$ cat src/rtl/pipe_pkg.sv
// Shared types and helpers for the pipe_stage_reg inter-stage register.
// NOP payload constant, occupancy encoding and a payload field-slice helper.
package pipe_pkg;

    localparam int FIELD_MAX_W   = 64;
    localparam int PAYLOAD_MAX_W = 4096;

    // An empty stage always presents this payload so no stale data leaks downstream.
    localparam logic [PAYLOAD_MAX_W-1:0] NOP_PAYLOAD = '0;

    typedef enum logic [1:0] {
        OCC_EMPTY = 2'd0,
        OCC_ONE   = 2'd1,
        OCC_TWO   = 2'd2
    } occ_e;

    function automatic logic [FIELD_MAX_W-1:0] field_of(
        input logic [PAYLOAD_MAX_W-1:0] payload,
        input int unsigned              k,
        input int unsigned              data_w
    );
        logic [PAYLOAD_MAX_W-1:0] shifted;
        logic [FIELD_MAX_W-1:0]   res;
        shifted = payload >> (k * data_w);
        res     = '0;
        for (int unsigned i = 0; i < FIELD_MAX_W; i++) begin
            if (i < data_w) res[i] = shifted[i];
        end
        return res;
    endfunction

endpackage

$ cat src/rtl/pipe_stage_reg_if.sv
// Handshake bundle of one pipeline stage boundary: upstream, hazard controls, downstream, status.
// The master modport is the driving side (upstream/hazard unit/downstream), slave is the stage.
interface pipe_stage_reg_if #(
    parameter int DATA_W     = 32,
    parameter int NUM_FIELDS = 3,
    parameter int CNT_W      = 16
);
    localparam int PW = DATA_W * NUM_FIELDS;

    logic             in_valid;
    logic             in_ready;
    logic [PW-1:0]    in_data;
    logic             stall;
    logic             flush;
    logic             out_valid;
    logic             out_ready;
    logic [PW-1:0]    out_data;
    logic [1:0]       occupancy;
    logic [CNT_W-1:0] bubbles;

    modport master (
        output in_valid, in_data, stall, flush, out_ready,
        input  in_ready, out_valid, out_data, occupancy, bubbles
    );

    modport slave (
        input  in_valid, in_data, stall, flush, out_ready,
        output in_ready, out_valid, out_data, occupancy, bubbles
    );

endinterface

$ cat src/rtl/pipe_skid_slot.sv
// One payload+valid register; clear wins over load and always zeroes the payload.
module pipe_skid_slot
    import pipe_pkg::*;
#(
    parameter int PW = 96
) (
    input  logic          clk,
    input  logic          reset,
    input  logic          load,
    input  logic          clear,
    input  logic [PW-1:0] d,
    output logic          valid,
    output logic [PW-1:0] data
);

    logic          valid_q, valid_d;
    logic [PW-1:0] data_q, data_d;

    always_comb begin
        valid_d = valid_q;
        data_d  = data_q;
        if (clear) begin
            valid_d = 1'b0;
            data_d  = NOP_PAYLOAD[PW-1:0];
        end else if (load) begin
            valid_d = 1'b1;
            data_d  = d;
        end
    end

    always_ff @(posedge clk) begin
        if (reset) begin
            valid_q <= 1'b0;
            data_q  <= NOP_PAYLOAD[PW-1:0];
        end else begin
            valid_q <= valid_d;
            data_q  <= data_d;
        end
    end

    assign valid = valid_q;
    assign data  = data_q;

endmodule

$ cat src/rtl/pipe_stage_reg.sv
// Parametrised inter-stage pipeline register with valid/ready, stall, flush and bubble counter.
// Define PIPE_SKID_EN to add a second (skid) entry and a registered in_ready.
module pipe_stage_reg
    import pipe_pkg::*;
#(
    parameter int DATA_W     = 32,
    parameter int NUM_FIELDS = 3,
    parameter int CNT_W      = 16
) (
    input  logic            clk,
    input  logic            reset,
    pipe_stage_reg_if.slave bus
);

    localparam int PW = DATA_W * NUM_FIELDS;

    logic             main_valid, main_load, main_clear;
    logic [PW-1:0]    main_data, main_d;
    logic             in_ready, acc, drn;
    occ_e             occ;
    logic [CNT_W-1:0] bubbles_q, bubbles_d;

    function automatic logic [CNT_W-1:0] sat_inc(input logic [CNT_W-1:0] v);
        return (&v) ? v : v + CNT_W'(1);
    endfunction

    pipe_skid_slot #(.PW(PW)) u_main (
        .clk   (clk),
        .reset (reset),
        .load  (main_load),
        .clear (main_clear),
        .d     (main_d),
        .valid (main_valid),
        .data  (main_data)
    );

`ifdef PIPE_SKID_EN
    logic          skid_valid, skid_load, skid_clear;
    logic [PW-1:0] skid_data;

    pipe_skid_slot #(.PW(PW)) u_skid (
        .clk   (clk),
        .reset (reset),
        .load  (skid_load),
        .clear (skid_clear),
        .d     (bus.in_data),
        .valid (skid_valid),
        .data  (skid_data)
    );

    // Readiness depends only on the skid flop, so out_ready never reaches in_ready.
    always_comb begin
        in_ready   = ~bus.stall & ~bus.flush & ~skid_valid;
        acc        = bus.in_valid & in_ready;
        drn        = main_valid & bus.out_ready;
        main_load  = (acc & (~main_valid | drn)) | (drn & skid_valid);
        main_d     = skid_valid ? skid_data : bus.in_data;
        main_clear = bus.flush | (drn & ~acc & ~skid_valid);
        skid_load  = acc & main_valid & ~drn;
        skid_clear = bus.flush | (drn & skid_valid);
        case ({main_valid, skid_valid})
            2'b11:        occ = OCC_TWO;
            2'b10, 2'b01: occ = OCC_ONE;
            default:      occ = OCC_EMPTY;
        endcase
    end
`else
    always_comb begin
        in_ready   = ~bus.stall & ~bus.flush & (~main_valid | bus.out_ready);
        acc        = bus.in_valid & in_ready;
        drn        = main_valid & bus.out_ready;
        main_load  = acc;
        main_d     = bus.in_data;
        main_clear = bus.flush | (drn & ~acc);
        occ        = main_valid ? OCC_ONE : OCC_EMPTY;
    end
`endif

    // Flush leaves the counter alone; only reset clears it.
    always_comb begin
        bubbles_d = main_valid ? bubbles_q : sat_inc(bubbles_q);
    end

    always_ff @(posedge clk) begin
        if (reset) bubbles_q <= '0;
        else       bubbles_q <= bubbles_d;
    end

    assign bus.in_ready  = in_ready;
    assign bus.out_valid = main_valid;
    assign bus.out_data  = main_data;
    assign bus.occupancy = occ;
    assign bus.bubbles   = bubbles_q;

endmodule

$ cat src/flat_wrapper.sv
// flat-port wrapper written by rule: the top's interface ports become plain ports
module pipe_stage_reg_flat import pipe_pkg::*;
#(
    parameter int DATA_W     = 32,
    parameter int NUM_FIELDS = 3,
    parameter int CNT_W      = 16
)
  (clk, reset, bus_in_valid, bus_in_data, bus_stall, bus_flush, bus_out_ready, bus_in_ready, bus_out_valid, bus_out_data, bus_occupancy, bus_bubbles);
  pipe_stage_reg_if #(.DATA_W(DATA_W), .NUM_FIELDS(NUM_FIELDS), .CNT_W(CNT_W)) bus_i ();
  input  logic clk;
  input  logic reset;
  input wire logic [$bits(bus_i.in_valid)-1:0] bus_in_valid;
  input wire logic [$bits(bus_i.in_data)-1:0] bus_in_data;
  input wire logic [$bits(bus_i.stall)-1:0] bus_stall;
  input wire logic [$bits(bus_i.flush)-1:0] bus_flush;
  input wire logic [$bits(bus_i.out_ready)-1:0] bus_out_ready;
  output wire logic [$bits(bus_i.in_ready)-1:0] bus_in_ready;
  output wire logic [$bits(bus_i.out_valid)-1:0] bus_out_valid;
  output wire logic [$bits(bus_i.out_data)-1:0] bus_out_data;
  output wire logic [$bits(bus_i.occupancy)-1:0] bus_occupancy;
  output wire logic [$bits(bus_i.bubbles)-1:0] bus_bubbles;
  assign bus_i.in_valid = bus_in_valid;
  assign bus_i.in_data = bus_in_data;
  assign bus_i.stall = bus_stall;
  assign bus_i.flush = bus_flush;
  assign bus_i.out_ready = bus_out_ready;
  assign bus_in_ready = bus_i.in_ready;
  assign bus_out_valid = bus_i.out_valid;
  assign bus_out_data = bus_i.out_data;
  assign bus_occupancy = bus_i.occupancy;
  assign bus_bubbles = bus_i.bubbles;
  pipe_stage_reg #(.DATA_W(DATA_W), .NUM_FIELDS(NUM_FIELDS), .CNT_W(CNT_W)) u_core (.clk(clk), .reset(reset), .bus(bus_i));
endmodule
$ cat config.mk
export PLATFORM = sky130hd
export DESIGN_NAME = pipe_stage_reg_flat
export DESIGN_NICKNAME = d
export VERILOG_FILES = /design/src/rtl/pipe_pkg.sv /design/src/rtl/pipe_stage_reg_if.sv /design/src/rtl/pipe_skid_slot.sv /design/src/rtl/pipe_stage_reg.sv /design/src/flat_wrapper.sv
export SDC_FILE = /design/constraint.sdc
export NUM_CORES = 1
export LEC_CHECK = 0
export CAP_MARGIN = 10
export CORE_ASPECT_RATIO = 1.4
export CORE_MARGIN = 8
export CORE_UTILIZATION = 45
export CTS_BUF_LIST = sky130_fd_sc_hd__clkbuf_2
export CTS_CLUSTER_SIZE = 20
export DETAILED_ROUTE_END_ITERATION = 10
export MAX_ROUTING_LAYER = met4
export PLACE_DENSITY_LB_ADDON = 0.05
export SYNTH_ARGS = -nofsm -noshare
export SYNTH_HDL_FRONTEND = slang
export SYNTH_SLANG_ARGS = --single-unit
$ cat constraint.sdc
create_clock -name clk -period 2.6 [get_ports clk]
set_input_delay 0.52 -clock clk [delete_from_list [all_inputs] [get_ports clk]]
set_output_delay 0.52 -clock clk [all_outputs]
set_load 0.01 [all_outputs]
[After elaboration in Yosys (flattened, before gate mapping)]
Cells that the tools add are included.
Word-level totals
  word-level logic and storage cells: 20
  register bits after elaboration: 113
  bits of input ports: 102
Operators by class
  reduce and logical (&&, ||, !) cells: 3
  multiplexer cells: 1
  bitwise operators: 12
  add/subtract/negate cells: 1
Operators with widths (count)
  $add 16x1->16 const B: 1
  $reduce_and 16->1: 1
  $and 1x1->1: 5
  $not 1->1: 5
  $or 1x1->1: 2
  $reduce_and 2->1: 1
  $reduce_or 2->1: 1
  $mux 1: 1

[Logic depth before layout (Yosys ltp)]
  word-level depth: 8
  mapped depth: 7
  gate-level depth less buffers: 5

[By module]
From an unflattened synthesis, not the netlist that was laid out.
Unflattened totals
  cell total of the unflattened synthesis: 415
  area, all modules: 4320.4 sq um
By module, submodules not included
  pipe_skid_slot: sequential area each 1941.9 sq um, instances 1, cells each 314, area an instance 3438.3 sq um
  pipe_stage_reg: sequential area each 320.3 sq um, instances 1, cells each 101, area an instance 882.1 sq um

[Worst setup path before layout]
No wires, ideal clock.
  kind: in2reg
  from: input port bus_flush
  to: register u_core.u_main.data_q[33], in the netlist u_core.u_main.data[33]
  stages on the path: 7
  setup slack: 0.848 ns
  setup time: 0.066 ns
  data required time: 2.534 ns
  path buffers: 3
  arrival time: 1.686 ns
  cell sequence: nor2_1 > nand3_2 > a311o_1 > clkbuf_1 > buf_6 > buf_6 > a21oi_2
Between the ends
  longest elaborated chain between the ends: 8
Ends and longest elaborated chain
  start: declaration: RTL line flat_wrapper.sv:15  | input wire logic [$bits(bus_i.flush)-1:0] bus_flush;
  $not 1->1: RTL line pipe_stage_reg.sv:69  | in_ready = ~bus.stall & ~bus.flush & (~main_valid | bus.out_ready);
  $and 1x1->1 (2 in series): RTL line pipe_stage_reg.sv:69
  $and 1x1->1: RTL line pipe_stage_reg.sv:70  | acc = bus.in_valid & in_ready;
  $not 1->1: RTL line pipe_stage_reg.sv:74  | main_clear = bus.flush | (drn & ~acc);
  $and 1x1->1: RTL line pipe_stage_reg.sv:74
  $or 1x1->1: RTL line pipe_stage_reg.sv:74
  $reduce_or 2->1 (no line)
  end signal: assignment: RTL line pipe_skid_slot.sv:34  | data_q <= NOP_PAYLOAD[PW-1:0];
  end signal: assignment: RTL line pipe_skid_slot.sv:37  | data_q <= data_d;
  end: declaration: RTL line pipe_skid_slot.sv:17  | logic [PW-1:0] data_q, data_d;
Parallel ways exist; a longest one is shown, timed or not.
A chain may end at the register's enable or synchronous reset.

[Worst setup path in the final report]
  from: input port bus_out_ready
  to: output port bus_in_ready
Between the ends
  longest elaborated chain between the ends: 2
Ends and longest elaborated chain
  start: declaration: RTL line flat_wrapper.sv:16  | input wire logic [$bits(bus_i.out_ready)-1:0] bus_out_ready;
  $or 1x1->1: RTL line pipe_stage_reg.sv:69
  $and 1x1->1: RTL line pipe_stage_reg.sv:69
  end: declaration: RTL line flat_wrapper.sv:17  | output wire logic [$bits(bus_i.in_ready)-1:0] bus_in_ready;
No other way between the ends.

==> results.yml <==
status:
  status: "completed"
finish:
  multi_input_area_um2: 1890
  final_common_cell: "clkdlybuf4s50_1"
  final_core_util: 0.717
  antenna_cells: 0
  final_cell_mix: "clkdlybuf4s50_1 (216), nand2_1 (195), dfxtp_1 (112), a21oi_1 (65), a21oi_2 (40)"
  stdcell_count: 844
  ff_latch_area_um2: 2260
  fillers: 756
  nNetsFinal: 825
  final_layout_size_suffix_gt1_frac: 0.119
  final_area_um2: 6740
  area_delta_synth_final_pct: 55.2
pwr:
  p_leak_nw: 2.24
  irDropWorstVdd_mv: 0.394
  p_per_area_nw_per_um2: 461
floorplan:
  die-area_um2: 13100
  core_um2: 9410
  die_y_um: 132
  start_util: 0.462
  core.rowCount: 42
  pin_count: 218
  die_w_um: 99.0
worst_setup_path:
  crit_required_ps: 2080
  cp_max_fo: 4
  path_class: "in -> out"
  start_kind: "input pin"
  cp-startpoint: "bus_out_ready"
  reg2reg_depth: 4
  setup.worst_path.end_class: "output pin"
  r2r_end: "u_core.bus.bubbles[8]"
  r2r_start: "u_core.bus.bubbles[4]"
  rrSetupSlack_ps: 820
  crit_arrival_ps: 1900
  critPathCapture: "bus_in_ready"
yosys:
  ys_seq_area_frac: 0.521
  postSynth.asyncResetShare: 0
  synth_edf_count: 0
  synth.net_count: 621
  yosys.area.top_type_share: 0.521
  synthesis.area_um2: 4340
  ys_ff_latch: 113
  synth_area_per_cell_um2: 8.39
  synth_ff_type: "dfxtp_1"
  yosys.area.top_type: "dfxtp_1"
  ys_top_cells_by_area: "dfxtp_1 (52%), nand2_1 (17%), a21oi_2 (8.1%), a21oi_1 (7.5%), clkbuf_1 (2.2%)"
  synthDistinctLibCells: 44
  yosys_warnings: 0
  syn_inst: 518
sta:
  setup_slack_ps: 179
  fin_setup_tns_ps: 0
  fmax_mhz: 413
  rsz0062_at_grt: "no"
  fin_crit_sh: 0.931
  finalHoldViolCount: 0
  slew_headroom: 0.531
  slew_violations: 0
  max_slew.worst_pin.slew_ps: 698
  setup_violations: 0
  finalClockSkew_ps: 15.2
  layout_min_cycle_time_ps: 2420
place:
  gp_congestion: 0.788
  place_hpwl_um: 9760
  portBuffers: 216
  pre_cts_ws_ps: 169
  place_inst: 813
  place_area_um2: 6560
global_route:
  overflow: 0
  antenna_found_initial: 0
  grt_pass1_vias: 4303
  grt_pass1_wl_um: 21600
  grt_use_total: 0.214
  grt_max_degree: 98
  gr-usage-met3: 0.0988
  top_usage_layer: "met2"
  grt_util_met2: 0.345
  grt.met1_usage: 0.219
routing:
  ant_nets: 0
  routedWlPerCell_um: 16.0
  drc: 0
  dr.pass1.iters: 4
  via_count: 4247
  first_iter_violations: 175
  viasPerCell: 5.03
  wirelength_um: 13500
cts:
  path_clk_slew_ps: 160
  tritoncts: "done"
  cts_sinks: 113
  root_buffer: "clkbuf_2"
  clock_latency_ps: 650
  cts_setup_buffers: 0
  cts_buffers: 17
  hold_buffers: 0
  clk_path_buf_depth: 2
  htree_levels: 4
flow_run:
  maxCapViolCount: 0
min_path:
  hold_path_class: "in -> reg"
Yosys cell counts, types with 2 or more instances:
cell,count
nand3_1,4
buf_6,5
or4_1,2
xor2_1,2
a211oi_1,2
nor2_1,9
nand4_1,2
o31ai_1,5
a21oi_2,40
and4b_1,2
buf_4,2
or3_1,4
clkbuf_1,25
nand2_1,195
nor3_1,5
a21oi_1,65
dfxtp_1,113
inv_1,3
buf_2,4
and3_1,2
o21ai_0,4
sequential cells by signal, summed over array words and instances (netlist names):
| register | flops |
|---|---|
| u_core.bus.bubbles | 16 |
| u_core.u_main.data | 96 |
| u_core.u_main.valid | 1 |
stage by stage:
step	hold WS (ps)	total power, W
after floorplan	480	0.00194
final	394	0.00311
after CTS	343	0.00315
after global placement	441	0.00217
after global routing	303	0.00326
after detailed placement	446	0.00218
power breakdown:
group          internal (W)  switching (W)  total [W]
Clock              0.000349       0.000619   0.000969
Sequential          0.00176      0.0000174    0.00178
Combinational      0.000215       0.000149   0.000365
Total               0.00232       0.000786    0.00311
worst min path at each step:
stage | startpoint | end | slack [ps] | cells past startpoint
3_5_place_dp | u_core.u_main.data[22] | u_core.u_main.data[22] | 450 | 2
5_1_grt | bus_in_data[76] | u_core.u_main.data[76] | 300 | 3
4_1_cts | bus_in_data[14] | u_core.u_main.data[14] | 340 | 3
2_1_floorplan | u_core.u_main.data[73] | u_core.u_main.data[73] | 480 | 2
6_report | bus_in_data[20] | u_core.u_main.data[20] | 390 | 3
3_3_place_gp | u_core.u_main.data[87] | u_core.u_main.data[87] | 440 | 2
critical path: stages:
cell and delay [ps]:
clkdlybuf4s50_1 480, nand2b_1 210, and2_1 160, clkdlybuf4s50_1 530
logic make-up (layout without fill, tap and decap cells):
logic type | after synthesis | count (layout) | share of synthesized area
xor gates and xnor gates | 2 | 2 | 0.00403
AOI/OAI and AO/OA | 121 | 121 | 0.183
adders and majority gates | 1 | 1 | 0.00288
DFF | 113 | 113 | 0.521
and+or+nand+nor | 238 | 238 | 0.237
muxes | 2 | 2 | 0.00490
other | 1 | 1 | 0.000863
buffers and inverters | 40 | 256 | 0.0461
layer usage:
layer | up-vias | share of wire
met5 | - | 0
met3 | 25 | 0.091
met1 | 1928 | 0.40
li1 | 2128 | -
met4 | 0 | 0.028
met2 | 166 | 0.48
what timing repair did:
| item | in CTS | in global routing |
|---|---|---|
| setup endpoints to repair | 0 | 1 |
| resized for setup | 0 | 1 |
| endpoints found under the hold margin | 0 | 0 |
cell type report:
cell class | instances | share of cell area
Sequential cell | 113 | 0.336
Timing Repair Buffer | 222 | 0.335
Multi-Input combinational cell | 365 | 0.281
Tap cell | 110 | 0.0204
Clock buffer | 23 | 0.0171
Clock inverter | 8 | 0.00965
Inverter | 3 | 0.00167
No activity file was read; power rests on OpenSTA's default activity.
